`config.mk`:
```
export PLATFORM = sky130hd
export DESIGN_NAME = chain_master
export DESIGN_NICKNAME = d
export VERILOG_FILES = /design/src/rtl/chain_master_pkg.sv /design/src/rtl/chain_master_shift.sv /design/src/rtl/chain_master.sv
export SDC_FILE = /design/constraint.sdc
export NUM_CORES = 1
export LEC_CHECK = 0
export BUFFER_PORTS_ARGS = -buffer_cell sky130_fd_sc_hd__buf_2
export CAP_MARGIN = 40
export CORE_ASPECT_RATIO = 1.75
export CORE_MARGIN = 8
export CORE_UTILIZATION = 58
export CTS_CLUSTER_SIZE = 24
export DETAILED_ROUTE_END_ITERATION = 6
export PLACE_DENSITY = 0.79
export RECOVER_POWER = 25
export SYNTH_ARGS = -nofsm -noshare
export SYNTH_HDL_FRONTEND = slang
export SYNTH_SLANG_ARGS = --single-unit
```
`constraint.sdc`:
```
create_clock -name clk -period 2.9 [get_ports clk]
set_clock_uncertainty 0.05 [all_clocks]
set_input_delay 0.29 -clock clk [delete_from_list [all_inputs] [get_ports clk]]
set_output_delay 0.29 -clock clk [all_outputs]
set_load 0.01 [all_outputs]
```
`src/rtl/chain_master_pkg.sv`:
```
// Shared definitions for the daisy-chain link: command codes, master ops and
// master FSM states, plus small helpers used by chain_master.
package chain_master_pkg;

    localparam int CMD_LEN  = 4;
    localparam int DATA_LEN = 8;

    typedef enum logic [CMD_LEN-1:0] {
        RESET_CMD     = 4'hA,
        START_RCV_CMD = 4'h5,
        UPDATE_CMD    = 4'h3,
        START_SND_CMD = 4'hC
    } ctrl_cmd_t;

    typedef enum logic [1:0] {
        OP_RESET = 2'd0,
        OP_WRITE = 2'd1,
        OP_READ  = 2'd2
    } chain_op_t;

    localparam logic [1:0] OP_ILLEGAL = 2'd3;

    typedef enum logic [3:0] {
        ST_IDLE  = 4'd0,
        ST_START = 4'd1,
        ST_CMD   = 4'd2,
        ST_TRAIL = 4'd3,
        ST_IDLE1 = 4'd4,
        ST_DATA  = 4'd5,
        ST_TURN  = 4'd6,
        ST_RECV  = 4'd7,
        ST_REL   = 4'd8,
        ST_GAP   = 4'd9,
        ST_DONE  = 4'd10
    } chain_mst_state_t;

    // First frame sent for each op; illegal ops never reach the line.
    function automatic logic [CMD_LEN-1:0] op_cmd(input logic [1:0] op);
        case (op)
            OP_RESET: op_cmd = RESET_CMD;
            OP_WRITE: op_cmd = START_RCV_CMD;
            OP_READ:  op_cmd = START_SND_CMD;
            default:  op_cmd = RESET_CMD;
        endcase
    endfunction

    function automatic int max4(input int a, input int b, input int c, input int d);
        int m;
        m = a;
        if (b > m) m = b; else m = m;
        if (c > m) m = c; else m = m;
        if (d > m) m = d; else m = m;
        return m;
    endfunction

endpackage

```
`src/rtl/chain_master_shift.sv`:
```
// Loadable MSB-first shift register with a saturating down-counter; shared by
// command, data-out, data-in and the gap/turnaround timers.
module chain_shift #(
    parameter int W  = 8,
    parameter int CW = 4
) (
    input  logic          clk,
    input  logic          rst_n,
    input  logic          load,
    input  logic [W-1:0]  load_data,
    input  logic [CW-1:0] load_cnt,
    input  logic          shift,
    input  logic          ser_i,
    output logic          ser_next_o,
    output logic [W-1:0]  data_o,
    output logic          last
);

    logic [W-1:0]  data_q, data_d;
    logic [CW-1:0] cnt_q, cnt_d;

    // Next-state: load wins over shift; the counter stops at zero.
    always_comb begin
        data_d = data_q;
        cnt_d  = cnt_q;
        if (load) begin
            data_d = load_data;
            cnt_d  = load_cnt;
        end else if (shift) begin
            data_d = {data_q[W-2:0], ser_i};
            if (cnt_q != {CW{1'b0}}) cnt_d = cnt_q - {{(CW-1){1'b0}}, 1'b1};
            else                     cnt_d = cnt_q;
        end else begin
            data_d = data_q;
        end
    end

    // Shift and counter registers.
    always_ff @(posedge clk or negedge rst_n) begin
        if (!rst_n) begin
            data_q <= {W{1'b0}};
            cnt_q  <= {CW{1'b0}};
        end else begin
            data_q <= data_d;
            cnt_q  <= cnt_d;
        end
    end

    assign ser_next_o = data_d[W-1];
    assign data_o     = data_q;
    assign last       = (cnt_q == {CW{1'b0}});

endmodule

```
`src/rtl/chain_master.sv`:
```
// Host-side daisy-chain master: turns reset/write/read requests into framed
// sequences on a single bidirectional line and collects read-back data.
module chain_master
    import chain_master_pkg::*;
#(
    parameter int GAP_CYCLES  = 4,
    parameter int TURN_CYCLES = 2
) (
    input  logic                clk,
    input  logic                rst_n,
    input  logic                req_valid,
    output logic                req_ready,
    input  logic [1:0]          req_op,
    input  logic [DATA_LEN-1:0] req_wdata,
    output logic                rsp_valid,
    output logic                rsp_err,
    output logic [DATA_LEN-1:0] rsp_rdata,
    output logic                ser_out,
    output logic                ser_oe,
    input  logic                ser_in
);

    localparam int SW = (CMD_LEN > DATA_LEN) ? CMD_LEN : DATA_LEN;
    localparam int CW = $clog2(max4(CMD_LEN, DATA_LEN, GAP_CYCLES, TURN_CYCLES)) + 1;

    chain_mst_state_t    state_q, state_d;
    logic [1:0]          op_q, op_d;
    logic [1:0]          step_q, step_d;
    logic [DATA_LEN-1:0] wdata_q, wdata_d;
    logic [DATA_LEN-1:0] hold_q, hold_d;
    logic [DATA_LEN-1:0] rdata_q, rdata_d;
    logic                err_q, err_d;
    logic ser_out_q, ser_out_d, ser_oe_q, ser_oe_d;
    logic req_ready_q, req_ready_d, rsp_valid_q, rsp_valid_d, rsp_err_q, rsp_err_d;

    logic          load_s, shift_s, sh_next_s, sh_last_s;
    logic [SW-1:0] load_data_s, sh_data_s;
    logic [CW-1:0] load_cnt_s;

    function automatic logic [SW-1:0] align_cmd(input logic [CMD_LEN-1:0] c);
        return SW'(c) << (SW - CMD_LEN);
    endfunction

    chain_shift #(.W(SW), .CW(CW)) u_shift (
        .clk        (clk),
        .rst_n      (rst_n),
        .load       (load_s),
        .load_data  (load_data_s),
        .load_cnt   (load_cnt_s),
        .shift      (shift_s),
        .ser_i      (ser_in),
        .ser_next_o (sh_next_s),
        .data_o     (sh_data_s),
        .last       (sh_last_s)
    );

    // Next-state logic; step_q tracks which frame of a write/read comes next.
    always_comb begin
        state_d     = state_q;
        op_d        = op_q;
        step_d      = step_q;
        wdata_d     = wdata_q;
        hold_d      = hold_q;
        rdata_d     = rdata_q;
        err_d       = err_q;
        load_s      = 1'b0;
        shift_s     = 1'b0;
        load_data_s = {SW{1'b0}};
        load_cnt_s  = {CW{1'b0}};
        case (state_q)
            ST_IDLE: begin
                if (req_valid) begin
                    op_d    = req_op;
                    wdata_d = req_wdata;
                    step_d  = 2'd0;
                    err_d   = (req_op == OP_ILLEGAL);
                    if (req_op == OP_ILLEGAL) begin
                        state_d = ST_TRAIL;
                    end else begin
                        state_d     = ST_START;
                        load_s      = 1'b1;
                        load_data_s = align_cmd(op_cmd(req_op));
                        load_cnt_s  = CW'(CMD_LEN - 1);
                    end
                end else begin
                    state_d = ST_IDLE;
                end
            end
            ST_START: state_d = ST_CMD;
            ST_CMD: begin
                shift_s = 1'b1;
                if (sh_last_s) state_d = ST_TRAIL; else state_d = ST_CMD;
            end
            ST_TRAIL: begin
                if (err_q) begin
                    state_d = ST_DONE;
                end else if (step_q == 2'd0 && op_q == OP_WRITE) begin
                    state_d = ST_IDLE1;
                    step_d  = 2'd1;
                end else if (step_q == 2'd0 && op_q == OP_READ) begin
                    state_d    = ST_TURN;
                    step_d     = 2'd1;
                    load_s     = 1'b1;
                    load_cnt_s = CW'(TURN_CYCLES - 1);
                end else begin
                    state_d    = ST_GAP;
                    load_s     = 1'b1;
                    load_cnt_s = CW'(GAP_CYCLES - 1);
                end
            end
            ST_IDLE1: begin
                state_d     = ST_DATA;
                load_s      = 1'b1;
                load_data_s = SW'(wdata_q) << (SW - DATA_LEN);
                load_cnt_s  = CW'(DATA_LEN - 1);
            end
            ST_DATA: begin
                shift_s = 1'b1;
                if (sh_last_s) state_d = ST_TRAIL; else state_d = ST_DATA;
            end
            ST_TURN: begin
                shift_s = 1'b1;
                if (sh_last_s) begin
                    state_d    = ST_RECV;
                    load_s     = 1'b1;
                    load_cnt_s = CW'(DATA_LEN - 1);
                end else begin
                    state_d = ST_TURN;
                end
            end
            ST_RECV: begin
                shift_s = 1'b1;
                if (sh_last_s) state_d = ST_REL; else state_d = ST_RECV;
            end
            ST_REL: begin
                hold_d  = sh_data_s[DATA_LEN-1:0];
                state_d = ST_TRAIL;
            end
            ST_GAP: begin
                shift_s = 1'b1;
                if (!sh_last_s) begin
                    state_d = ST_GAP;
                end else if (op_q == OP_WRITE && step_q == 2'd1) begin
                    state_d     = ST_START;
                    step_d      = 2'd2;
                    load_s      = 1'b1;
                    load_data_s = align_cmd(UPDATE_CMD);
                    load_cnt_s  = CW'(CMD_LEN - 1);
                end else begin
                    state_d = ST_DONE;
                    if (op_q == OP_READ) rdata_d = hold_q; else rdata_d = rdata_q;
                end
            end
            ST_DONE: state_d = ST_IDLE;
            default: state_d = ST_IDLE;
        endcase
    end

    // Output values for the coming cycle, so every port comes from a flop.
    always_comb begin
        ser_oe_d    = !(state_d inside {ST_TURN, ST_RECV, ST_REL});
        ser_out_d   = (state_d == ST_START) ||
                      ((state_d == ST_CMD || state_d == ST_DATA) && sh_next_s);
        req_ready_d = (state_d == ST_IDLE);
        rsp_valid_d = (state_d == ST_DONE);
        rsp_err_d   = (state_d == ST_DONE) && err_d;
    end

    // State, context and output registers.
    always_ff @(posedge clk or negedge rst_n) begin
        if (!rst_n) begin
            state_q     <= ST_IDLE;
            op_q        <= 2'd0;
            step_q      <= 2'd0;
            wdata_q     <= {DATA_LEN{1'b0}};
            hold_q      <= {DATA_LEN{1'b0}};
            rdata_q     <= {DATA_LEN{1'b0}};
            err_q       <= 1'b0;
            ser_out_q   <= 1'b0;
            ser_oe_q    <= 1'b1;
            req_ready_q <= 1'b1;
            rsp_valid_q <= 1'b0;
            rsp_err_q   <= 1'b0;
        end else begin
            state_q     <= state_d;
            op_q        <= op_d;
            step_q      <= step_d;
            wdata_q     <= wdata_d;
            hold_q      <= hold_d;
            rdata_q     <= rdata_d;
            err_q       <= err_d;
            ser_out_q   <= ser_out_d;
            ser_oe_q    <= ser_oe_d;
            req_ready_q <= req_ready_d;
            rsp_valid_q <= rsp_valid_d;
            rsp_err_q   <= rsp_err_d;
        end
    end

    assign req_ready = req_ready_q;
    assign rsp_valid = rsp_valid_q;
    assign rsp_err   = rsp_err_q;
    assign rsp_rdata = rdata_q;
    assign ser_out   = ser_out_q;
    assign ser_oe    = ser_oe_q;

endmodule

```
### Word-level counts from Yosys, hierarchy flattened

Cells that the tools add are included.

| word-level totals | value |
|---|---|
| flip-flop bits (word level) | 50 |
| bits of input ports | 14 |
| output and inout port bits | 13 |
| word-level logic and storage cells | 116 |

| cells by class | value |
|---|---|
| $add $sub $neg | 1 |
| eq/ne operators | 27 |
| multiplexer cells | 50 |
| bitwise operators | 1 |
| reduce and logical (&&, ||, !) cells | 22 |

Operators by type and width:

| kind | number |
|---|---|
| 4-bit two-way mux | 10 |
| 4-bit one-hot mux with 10 select lines | 1 |
| 8-bit two-way mux | 4 |
| 4-bit by 3-bit equality test with 1-bit output, second input constant | 7 |
| 2-bit two-way mux | 14 |
| 8-bit one-hot mux with 3 select lines | 1 |
| 4-bit equality test, second input constant | 4 |
| 3-bit one-hot mux with 5 select lines | 1 |
| 4-bit by 2-bit equality test with 1-bit output, second input constant | 3 |
| 4-bit zero test | 3 |
| 1-bit two-way mux | 12 |
| 6-bit two-way mux | 2 |
| 4-bit by 1-bit equality test with 1-bit output, second input constant | 2 |
| 2-bit inequality test, second input constant | 4 |
| 4-bit one-hot mux with 2 select lines | 1 |
| 2-bit by 1-bit equality test with 1-bit output, second input constant | 3 |
| 2-bit equality test, second input constant | 3 |
| 3-bit two-way mux | 2 |
| 2-bit one-hot mux with 3 select lines | 1 |
| 6-bit AND reduction | 1 |
| 3-bit nonzero test | 2 |
| 1-bit logical AND | 5 |
| 1-bit one-hot mux with 5 select lines | 1 |
| 5-bit OR reduction | 1 |
| other kinds (10) | 13 |

### Longest topological paths before layout

Gate-level depths: netlist of run 1.

| depth | value |
|---|---|
| depth in word-level cells | 10 |
| gate-level depth with buffers | 11 |
| mapped depth without buffers | 10 |

### Cells and area by module

A second synthesis of run 1 with hierarchy kept.

| unflattened totals | value |
|---|---|
| cell total of the unflattened synthesis | 243 |
| area, all modules | 2529.9 sq um |

By module, submodules not included:

| module | instances | cells an instance | area an instance (sq um) | seq. area each (sq um) |
|---|---|---|---|---|
| chain_master | 1 | 180 | 1928.1 | 953.4 |
| chain_shift | 1 | 63 | 601.8 | 300.3 |

### Least setup slack after synthesis of run 1

Ideal clock, no wire load.

| timing | value |
|---|---|
| kind | register to register |
| start | register u_shift.cnt_q[0] |
| end | register ser_out_q (netlist: ser_out) |
| setup time | 0.095 ns |
| arrival time | 2.062 ns |
| required time | 2.755 ns |
| setup slack | 0.692 ns |
| stages on the path, launching flop included | 12 |
| buffers on the path | 1 |
| period minus slack after synthesis | 2.208 ns |
| cell sequence | dfrtp_1 > inv_1 > ha_1 > or3b_1 > buf_6 > o21ai_2 > o21ai_2 > nor2_4 > inv_2 > or2_4 > o32a_1 > o31ai_1 |

| on the way | value |
|---|---|
| longest elaborated chain between the ends | 7 |
| elaborated cells on any way between the ends | 17 |
| classes of those cells | eq/ne (3); mux (10); reduce/logical (4) |

RTL lines:

| what | line | source |
|---|---|---|
| start, declared | chain_master_shift.sv:20 | `logic [CW-1:0] cnt_q, cnt_d;` |
| start signal, assigned | chain_master_shift.sv:42 | `cnt_q <= {CW{1'b0}};` |
| start signal, assigned | chain_master_shift.sv:45 | `cnt_q <= cnt_d;` |
| 4-bit zero test * | chain_master_shift.sv:51 | `assign last = (cnt_q == {CW{1'b0}});` |
| 4-bit two-way mux (on tied branches) | chain_master.sv:141, chain_master.sv:133 |  |
| 4-bit one-hot mux with 10 select lines * | chain_master.sv:70 | `case (state_q)` |
| net state_d[3] | chain_master.sv:26 | `chain_mst_state_t state_q, state_d;` |
| 4-bit by 2-bit equality test with 1-bit output or 4-bit by 3-bit equality test with 1-bit output (tied branches) | chain_master.sv:163 | `((state_d == ST_CMD \|\| state_d == ST_DATA) && sh_next_s);` |
| 1-bit logical OR | chain_master.sv:163 |  |
| 1-bit logical AND | chain_master.sv:163 |  |
| 1-bit logical OR * | chain_master.sv:162 | `ser_out_d = (state_d == ST_START) \|\|` |
| net ser_out_d | chain_master.sv:33 | `logic ser_out_q, ser_out_d, ser_oe_q, ser_oe_d;` |
| end signal, assigned | chain_master.sv:192 | `ser_out_q <= ser_out_d;` |
| end, declared | chain_master.sv:33 |  |

The timed path passes the listed nets; every way through them passes the cells marked *.
A chain may end at the register's enable or synchronous reset.

### Worst setup path in the final report of run 1

Same ends and word-level chain as after synthesis.

==> impl_metrics.ini, run 1 <==
[power_and_ir_drop]
power_switching_w = 0.00128
p_seq_share_pct = 38.2
max-vdd-ir-drop_mv = 0.828
power_density_mw_per_mm2 = 1080
combPwrFrac_pct = 47.8
p_leak_nw = 1.36
total_power_w = 0.00305
p_int_w = 0.00177
sw_frac_of_total_pct = 41.9
p_clk_share_pct = 13.9

[logic_synthesis]
synth_top_flop_cell = dfrtp_1
synthCells = 239
ys_types = 55
yosysTopAreaCell = dfrtp_1
ys_seq_elements = 50
async_flop_share_pct = 100
ys.warnings.count = 0
synth_top_area_share_pct = 47.6
synth_fp_nets = 257
syn-mean-instance-area_sq_um = 10.6
ys_seq_area_share_pct = 49.7
synth-edff-count = 0
synth_area_leaders = dfrtp_1 48%, mux2_2 8.9%, nand2_1 5.5%
syn_area_sq_mm = 0.00252

[critical_path]
crit_type = reg -> reg
r2r_end = ser_out$_DFF_PN0_
startpoint_type = register
critPathMaxStageDelay_ns = 0.55
crit_arrival_ns = 2.64
required_ns = 3.05
cp_common_cell = o21ai_2
r2r-start = u_shift.cnt_q[0]$_DFFE_PN0P_
cp_top_family = simple AND/OR/NAND/NOR gates
crit_cells = 10
crit_chain = inv_1, ha_1, or3b_1, o21ai_2, o21ai_2, nor2_4, inv_2, or2_4, o32a_1, o31ai_1
critPathSlowestCell = or3b_1
cp_max_fo = 10
path_buf_inv = 2
r2r_slack_ns = 0.41
r2r_cells = 10
critPathCaptureType = register

[cts]
clkSinkCount = 50
clk_latency_ns = 0.31
clock_path_buffers = 2
cts_made_buffers = 5
htreeDepth = 2
cts_root_buffer = clkbuf_8
cts.hold.buffers_added = 1
post_cts_buffers = 0
postCtsResizedCells = 0
path_clk_slew_ns = 0.10
cts_tree = built

[drt]
vias = 1941
drt_iter0_markers = 71
antenna_left = 0
drt_first_pass_iters = 4
routedWlPerCell_um = 16.8
viasPerCell = 6.03
wl_um = 5420
post-route-drc-count = 0

[worst_hold_path]
hp-start = req_wdata[0]
holdPathStages = 3
min_path_type = in -> reg
hold_end = wdata_q[0]$_DFFE_PN0P_

[final_layout]
diodes = 0
drive_gt1_share_pct = 29.2
nNetsFinal = 288
area_delta_synth_final_pct = 11.8

[floorplan]
die_h_um = 103
fp.dieW_um = 65.9
row_count = 32
io_pins = 27
dieArea_sq_mm = 0.00680
core_area_sq_mm = 0.00428
initial_core_util_pct = 58.9

[placement]
numPortBuffers = 26
gp_congestion = 0.936
hpwl_um = 4230

[timing]
slew_violations = 0
period_needed_ns = 2.49
post-route-period-util_pct = 85.8
clock.fmax_mhz = 402
setup-violations-final = 0
tns_ns = 0
slew_headroom_pct = 42.4
rsz0062_at_grt = no
max_slew.worst_pin.slew_ns = 0.864
hold_violations = 0

[outcome]
status = finished clean

[grt]
antenna_found_initial = 0
grt_pass1_vias = 1976
track_usage_pct = 17.3
grt_pass1_wl_um = 9230
grt-ovfl-total = 0
grt_max_degree = 35

[job]
drv_cap = 0
-- state kept, by name, indices dropped and copies added, names as in the netlist --
name	count
u_shift.data_o	8
step_q	2
err_q	1
req_ready	1
u_shift.cnt_q	4
wdata_q	8
hold_q	8
op_q	2
ser_oe	1
rsp_rdata	8
ser_out	1
state_q	4
rsp_valid	1
rsp_err	1
-- power by group through the flow --
stage               Clock, W  Combinational [W]  Sequential (W)
floorplan                  0            0.00115         0.00111
global placement           0            0.00141         0.00117
detailed placement         0            0.00145         0.00118
CTS                 0.000431            0.00146         0.00117
global route        0.000462            0.00161         0.00120
finish              0.000425            0.00146         0.00117
-- layout make-up --
class / instances / area (sq um)
fillers: 342 / 1460
flip-flops and latches: 50 / 1250
multi-input cells: 166 / 1170
repair buffers: 35 / 196
clock buffers: 5 / 68.8
well taps: 51 / 63.8
inverters: 12 / 45.0
clock inverters: 3 / 26.3
-- cell usage after synthesis (2+ instances only) --
cell       number
o22ai_1         2
or4_1           3
xnor2_1         2
o21ai_2         2
nor2_1          9
clkbuf_1        4
a221oi_1        2
buf_2           6
nand2_1        37
o22a_1          2
dfrtp_1        48
o21ai_0        10
nor3_1          8
nor3b_1         3
ha_1            4
nand2b_1        4
nand3_1         4
a21oi_1        11
mux2i_1         5
nand4bb_1       2
o31ai_1         2
dfstp_2         2
inv_1          11
mux2_2         20
o21ai_1         5
nor3_2          2
-- layout by cell type (no fill, tap or decap), drive strengths merged, types with 2 or more instances in the layout --
cell / n
nor2: 10
a221oi: 3
o21ai: 17
dfstp: 2
dfrtp: 48
o22ai: 2
ha: 4
nand4bb: 3
nand3: 4
nor3b: 4
nand2b: 4
xnor2: 2
mux2i: 5
o31ai: 2
nor3: 10
buf: 32
a21oi: 12
inv: 14
nand2: 37
or4: 3
mux2: 20
clkbuf: 7
or2: 2
o22a: 2
-- stage by stage --
stage | hold slack, ns | setup WS, ns | util, % | cell area, sq um | instances
2_1_floorplan | -0.0556 | 0.692 | - | 2520 | 239
3_3_place_gp | 0.408 | 0.564 | 63.3 | 2710 | 312
3_5_place_dp | 0.188 | 0.448 | 63.8 | 2730 | 313
4_1_cts | 0.113 | 0.427 | 66.3 | 2840 | 322
5_1_grt | 0.119 | 0.274 | 65.9 | 2820 | 322
6_report | 0.117 | 0.412 | 65.9 | 2820 | 322
-- cells by family after synthesis --
kind of cell / after synthesis / share of synthesized area [%]
buf+inv: 23 / 4.02
xor+xnor: 3 / 1.04
mux: 25 / 10.9
fa+ha+maj: 4 / 1.98
compound gates: 48 / 13.2
flops: 50 / 49.7
simple gates: 86 / 19.2
-- worst reg2reg max path, stage by stage (launching register included) --
cell and delay [ns]:
dfrtp_1 0.40, inv_1 0.08, ha_1 0.21, or3b_1 0.55, o21ai_2 0.22, o21ai_2 0.10
nor2_4 0.13, inv_2 0.04, or2_4 0.25, o32a_1 0.28, o31ai_1 0.08
-- how the worst max path moves through the flow --
stage | from | end
3_5_place_dp | u_shift.cnt_q[0]$_DFFE_PN0P_ | ser_out$_DFF_PN0_
3_3_place_gp | u_shift.cnt_q[0]$_DFFE_PN0P_ | ser_out$_DFF_PN0_
4_1_cts | u_shift.cnt_q[0]$_DFFE_PN0P_ | ser_out$_DFF_PN0_
6_report | u_shift.cnt_q[0]$_DFFE_PN0P_ | ser_out$_DFF_PN0_
5_1_grt | u_shift.cnt_q[0]$_DFFE_PN0P_ | ser_out$_DFF_PN0_
2_1_floorplan | u_shift.cnt_q[0]$_DFFE_PN0P_ | ser_out$_DFF_PN0_
-- routing by layer --
| metal | share of wire (%) | global-route usage (%) | vias up |
|---|---|---|---|
| met5 | 0 | 0 | - |
| met4 | 3.2 | 7.94 | 0 |
| met3 | 5.2 | 3.45 | 15 |
| met2 | 55 | 31.9 | 71 |
| met1 | 36 | 18.0 | 948 |
| li1 | - | - | 907 |
(Power assumes the default switching activity.)
==> inputs of run 2 (changes only) <==
==> constraint.sdc (replaced) <==
create_clock -name clk -period 2.9 [get_ports clk]
set_clock_uncertainty 0.05 [all_clocks]
set_input_delay 0.58 -clock clk [delete_from_list [all_inputs] [get_ports clk]]
set_output_delay 0.58 -clock clk [all_outputs]
set_load 0.01 [all_outputs]
==> run 2 against run 1 <==
Effect of this change: die area is the same; first-iteration DRC count grew 44%; cell count shrank 0.31%; maximum frequency grew 1.2%; clock-buffer cell count is the same; total power grew 2.8%; wire length grew 5.4%; combinational power is essentially flat; worst hold slack gained 0.18 ns; largest cell class unchanged; setup slack gained 0.029 ns; via count shrank 1.8%.
==> impl_metrics.ini, run 2 (same netlist as run 1, synthesis figures left out) <==
[timing]
hold_violations = 0
slew_violations = 0
whs_ns = 0.293
max_slew.worst_pin.slew_ns = 0.853
period_needed_ns = 2.46
post-route-period-util_pct = 84.8
clock.fmax_mhz = 407
slew_headroom_pct = 43.1
setup-violations-final = 0
rsz0062_at_grt = no
fin_ws_ns = 0.441
tns_ns = 0

[grt]
grt_max_degree = 36
grt_pass1_wl_um = 9230
grt-ovfl-total = 0
antenna_found_initial = 0
track_usage_pct = 17.9
grt_pass1_vias = 2015

[cts]
path_clk_slew_ns = 0.09
cts_tree = built
clk_latency_ns = 0.31
clkSinkCount = 50
cts_made_buffers = 5
clock_path_buffers = 2
htreeDepth = 2
post_cts_buffers = 0
cts_root_buffer = clkbuf_8
cts.hold.buffers_added = 0
postCtsResizedCells = 0

[floorplan]
dieArea_sq_mm = 0.00680
io_pins = 27
die_h_um = 103
initial_core_util_pct = 58.9
core_area_sq_mm = 0.00428
row_count = 32
fp.dieW_um = 65.9

[placement]
gp_congestion = 0.968
hpwl_um = 4260
numPortBuffers = 26
pre_cts_slack_ns = 0.475
placed_cells = 313

[critical_path]
r2r_cells = 10
r2r-start = u_shift.cnt_q[0]$_DFFE_PN0P_
startpoint_type = register
cp_max_fo = 10
required_ns = 3.07
crit_start = u_shift.cnt_q[0]$_DFFE_PN0P_
crit_type = reg -> reg
r2r_end = ser_out$_DFF_PN0_
crit_arrival_ns = 2.63
r2r_slack_ns = 0.44
critPathCaptureType = register

[power_and_ir_drop]
power_density_mw_per_mm2 = 1110
max-vdd-ir-drop_mv = 0.724
p_leak_nw = 1.36

[final_layout]
diodes = 0
fin_util_pct = 66.1
instances_no_fill = 321
final_cell_mix = 48 x dfrtp_1, 37 x nand2_1, 25 x buf_2, 20 x mux2_2
nNetsFinal = 287
layout_commonest_cell = dfrtp_1
drive_gt1_share_pct = 29.3
area_delta_synth_final_pct = 12.2

[drt]
vias = 1907
post-route-drc-count = 0
drt_first_pass_iters = 4
wl_um = 5720
viasPerCell = 5.94
antenna_left = 0
routedWlPerCell_um = 17.8
drt_iter0_markers = 102

[job]
drv_cap = 0

[worst_hold_path]
min_path_type = in -> async

[outcome]
status = finished clean
==> run 2: how the worst max path moves through the flow <==
stage | endpoint | cells past startpoint | slack, ns
after floorplan | ser_out$_DFF_PN0_ | 11 | 0.69
after global placement | ser_out$_DFF_PN0_ | 10 | 0.56
after detailed placement | ser_out$_DFF_PN0_ | 10 | 0.47
after CTS | ser_out$_DFF_PN0_ | 10 | 0.44
after global routing | ser_out$_DFF_PN0_ | 10 | 0.29
final | ser_out$_DFF_PN0_ | 10 | 0.44
==> run 2: area by class of cell <==
type	count	area (sq um)
clock inverters	3	45.0
repair buffers	34	186
multi-input cells	166	1170
fillers	327	1450
well taps	51	63.8
flip-flops and latches	50	1250
inverters	12	45.0
clock buffers	5	68.8
==> run 2: critical path, cell delays in order, from the launching register on <==
cell	delay (ns)
dfrtp_1	0.40
inv_1	0.09
ha_1	0.23
or3b_1	0.54
o21ai_2	0.20
o21ai_2	0.09
nor2_4	0.14
inv_2	0.04
or2_4	0.25
o32a_1	0.28
o31ai_1	0.06
==> run 2: report_power, final <==
| group | switching, W | internal (W) |
|---|---|---|
| Clock | 0.000237 | 0.000257 |
| Sequential | 0.000211 | 0.000959 |
| Combinational | 0.000840 | 0.000634 |
==> run 2: stage by stage <==
step / power, W / instance area, sq um
after CTS: 0.00314 / 2840
after detailed placement: 0.00262 / 2720
after global routing: 0.00335 / 2830
after floorplan: 0.00226 / 2520
after global placement: 0.00258 / 2720
final: 0.00314 / 2830
==> run 2: per-layer routing <==
metal  GRT usage [%]  vias up  share of wire, %
li1                -      907                 -
met1            16.6      931                36
met2            34.4       54                57
met3            4.10       15               4.4
met4            9.29        0               3.0
met5               0        -                 0
==> inputs of run 3 (changes only) <==
CORE_UTILIZATION = 52   (was 58)
PLACE_DENSITY = 0.75   (was 0.79)
clock period = 2 ns   (was 2.9 ns; I/O delays follow)
==> run 3 against run 2 <==
Effect of this change: the flow now finishes with violations (setup timing); register-to-register slack got worse by 0.67 ns; setup slack got worse by 0.67 ns; sequential power increased by 45%; clock power increased by 27%; cell count increased by 12%; design area increased by 12%.
==> impl_metrics.ini, run 3 (same netlist as run 1, synthesis figures left out) <==
[grt]
grt_pass1_wl_um = 9880
track_usage_pct = 17.3
grt-ovfl-total = 0
antenna_found_initial = 0
grt_max_degree = 31
grt_pass1_vias = 2110

[critical_path]
critPathCaptureType = register
required_ns = 2.18
cp_max_fo = 7
crit_arrival_ns = 2.40
crit_chain = inv_2, ha_4, or3b_4, o21ai_2, o21ai_2, nor2_4, inv_2, or2_4, o32a_1, o31ai_2
critPathMaxStageDelay_ns = 0.43
path_buf_inv = 2
crit_type = reg -> reg
startpoint_type = register
cp_top_family = simple AND/OR/NAND/NOR gates
critPathSlowestCell = or3b_4

[power_and_ir_drop]
sw_frac_of_total_pct = 40.2
power_density_mw_per_mm2 = 1620
combPwrFrac_pct = 54.9
p_leak_nw = 1.56
power_switching_w = 0.00208
p_clk_share_pct = 12.1
max-vdd-ir-drop_mv = 1.66
p_seq_share_pct = 33.0
p_int_w = 0.00308

[cts]
clock_path_buffers = 2
clk_latency_ns = 0.31
clkSinkCount = 50
cts_root_buffer = clkbuf_8
cts_tree = built
cts_made_buffers = 5
path_clk_slew_ns = 0.10
htreeDepth = 2

[worst_hold_path]
min_path_type = in -> reg

[job]
drv_cap = 0

[floorplan]
dieArea_sq_mm = 0.00743
row_count = 33
die_h_um = 108
core_area_sq_mm = 0.00467
initial_core_util_pct = 54.1
io_pins = 27
fp.dieW_um = 68.7

[drt]
drt_first_pass_iters = 4
drt_iter0_markers = 77
post-route-drc-count = 0
routedWlPerCell_um = 16.5
viasPerCell = 5.60
vias = 2020
antenna_left = 0
wl_um = 5960

[timing]
period_needed_ns = 2.22
tns_ns = -1.26
rsz0062_at_grt = yes
slew_violations = 0
clock.fmax_mhz = 449
max_slew.worst_pin.slew_ns = 1.11
fin_ws_ns = -0.225
whs_ns = 0.224
slew_headroom_pct = 25.8
setup-violations-final = 13
hold_violations = 0
post-route-period-util_pct = 111

[final_layout]
final_cell_mix = 45 x dfrtp_1, 43 x buf_4, 36 x nand2_1, 25 x buf_2, 20 x mux2_2
area_delta_synth_final_pct = 25.9
drive_gt1_share_pct = 42.4
diodes = 0
nNetsFinal = 326
layout_commonest_cell = dfrtp_1
fillers = 369
fin_util_pct = 68.1

[placement]
hpwl_um = 4550
gp_congestion = 0.954
numPortBuffers = 26

[outcome]
status = complete, but fails checks
failed_checks = setup timing
[run 3: changes by cell type in the layout (fill, tap and decap cells not counted), moves of 2 or more]
| cell | previous run | this run |
|---|---|---|
| inv_1 | 11 | 9 |
| buf_4 | 7 | 43 |
| dfrtp_1 | 48 | 45 |
| clkinvlp_4 | 2 | 0 |
| buf_6 | 0 | 3 |
| dfrtp_2 | 0 | 3 |
| nor3_2 | 2 | 4 |
| inv_2 | 1 | 3 |
| nor3_1 | 8 | 6 |
[run 3: worst reg2reg max path, stage by stage, from the launching register on]
cell and delay [ns]:
dfrtp_1 0.41, inv_2 0.09, ha_4 0.15, or3b_4 0.43, o21ai_2 0.17, o21ai_2 0.09, nor2_4 0.11, inv_2 0.04
or2_4 0.26, o32a_1 0.30, o31ai_2 0.06
[run 3: stage by stage]
step | instances | setup WS [ns] | power [W] | cell area [sq um]
detailed placement | 343 | -0.278 | 0.00419 | 2960
finish | 361 | -0.225 | 0.00516 | 3180
global placement | 343 | -0.215 | 0.00414 | 2960
CTS | 354 | -0.166 | 0.00491 | 3100
global route | 361 | -0.324 | 0.00555 | 3180
floorplan | 239 | -0.153 | 0.00328 | 2530
[run 3: power by group through the flow]
| stage | Combinational (W) | Sequential [W] | Clock [W] |
|---|---|---|---|
| after global routing | 0.00312 | 0.00175 | 0.000676 |
| final | 0.00283 | 0.00170 | 0.000626 |
| after floorplan | 0.00166 | 0.00161 | 0 |
| after global placement | 0.00245 | 0.00169 | 0 |
| after detailed placement | 0.00249 | 0.00170 | 0 |
| after CTS | 0.00258 | 0.00169 | 0.000646 |
[run 3: path summary, 6_finish.rpt]
path,startpoint,end,slack (ns),depth (start not counted)
worst max-delay path,u_shift.cnt_q[0]$_DFFE_PN0P_,ser_out$_DFF_PN0_,-0.22,10
worst min-delay path,req_wdata[0],wdata_q[0]$_DFFE_PN0P_,0.22,3
worst max register to register,u_shift.cnt_q[0]$_DFFE_PN0P_,ser_out$_DFF_PN0_,-0.22,10
worst min register to register,wdata_q[0]$_DFFE_PN0P_,wdata_q[0]$_DFFE_PN0P_,0.44,2
max in group asynchronous,rst_n,state_q[1]$_DFF_PN0_,0.31,3
min in group asynchronous,rst_n,wdata_q[2]$_DFFE_PN0P_,0.77,2
[run 3: layer usage]
metal	up-vias	share of wire (%)	GRT usage, %
met5	-	0	0
met4	0	4.0	9.13
met3	21	3.7	3.31
met2	41	56	31.0
met1	971	36	17.9
li1	987	-	-
[run 3: final cells by class]
cell class              instances  area [sq um]  share of cell area, %
repair buffers                 73           495                   15.6
multi-input cells             166          1220                   38.3
well taps                      52          65.1                   2.05
inverters                      12          45.0                   1.42
clock buffers                   5          68.8                   2.17
flip-flops and latches         50          1260                   39.6
clock inverters                 3          28.8                  0.906
[run 3: timing repair]
item | CTS | global route
setup endpoints to repair | 19 | 26
pin swaps | 0 | 10
buffers inserted | 2 | 8
gates resized for setup | 7 | 9
hold buffers | 1 | 0
hold endpoints to repair | 2 | 0
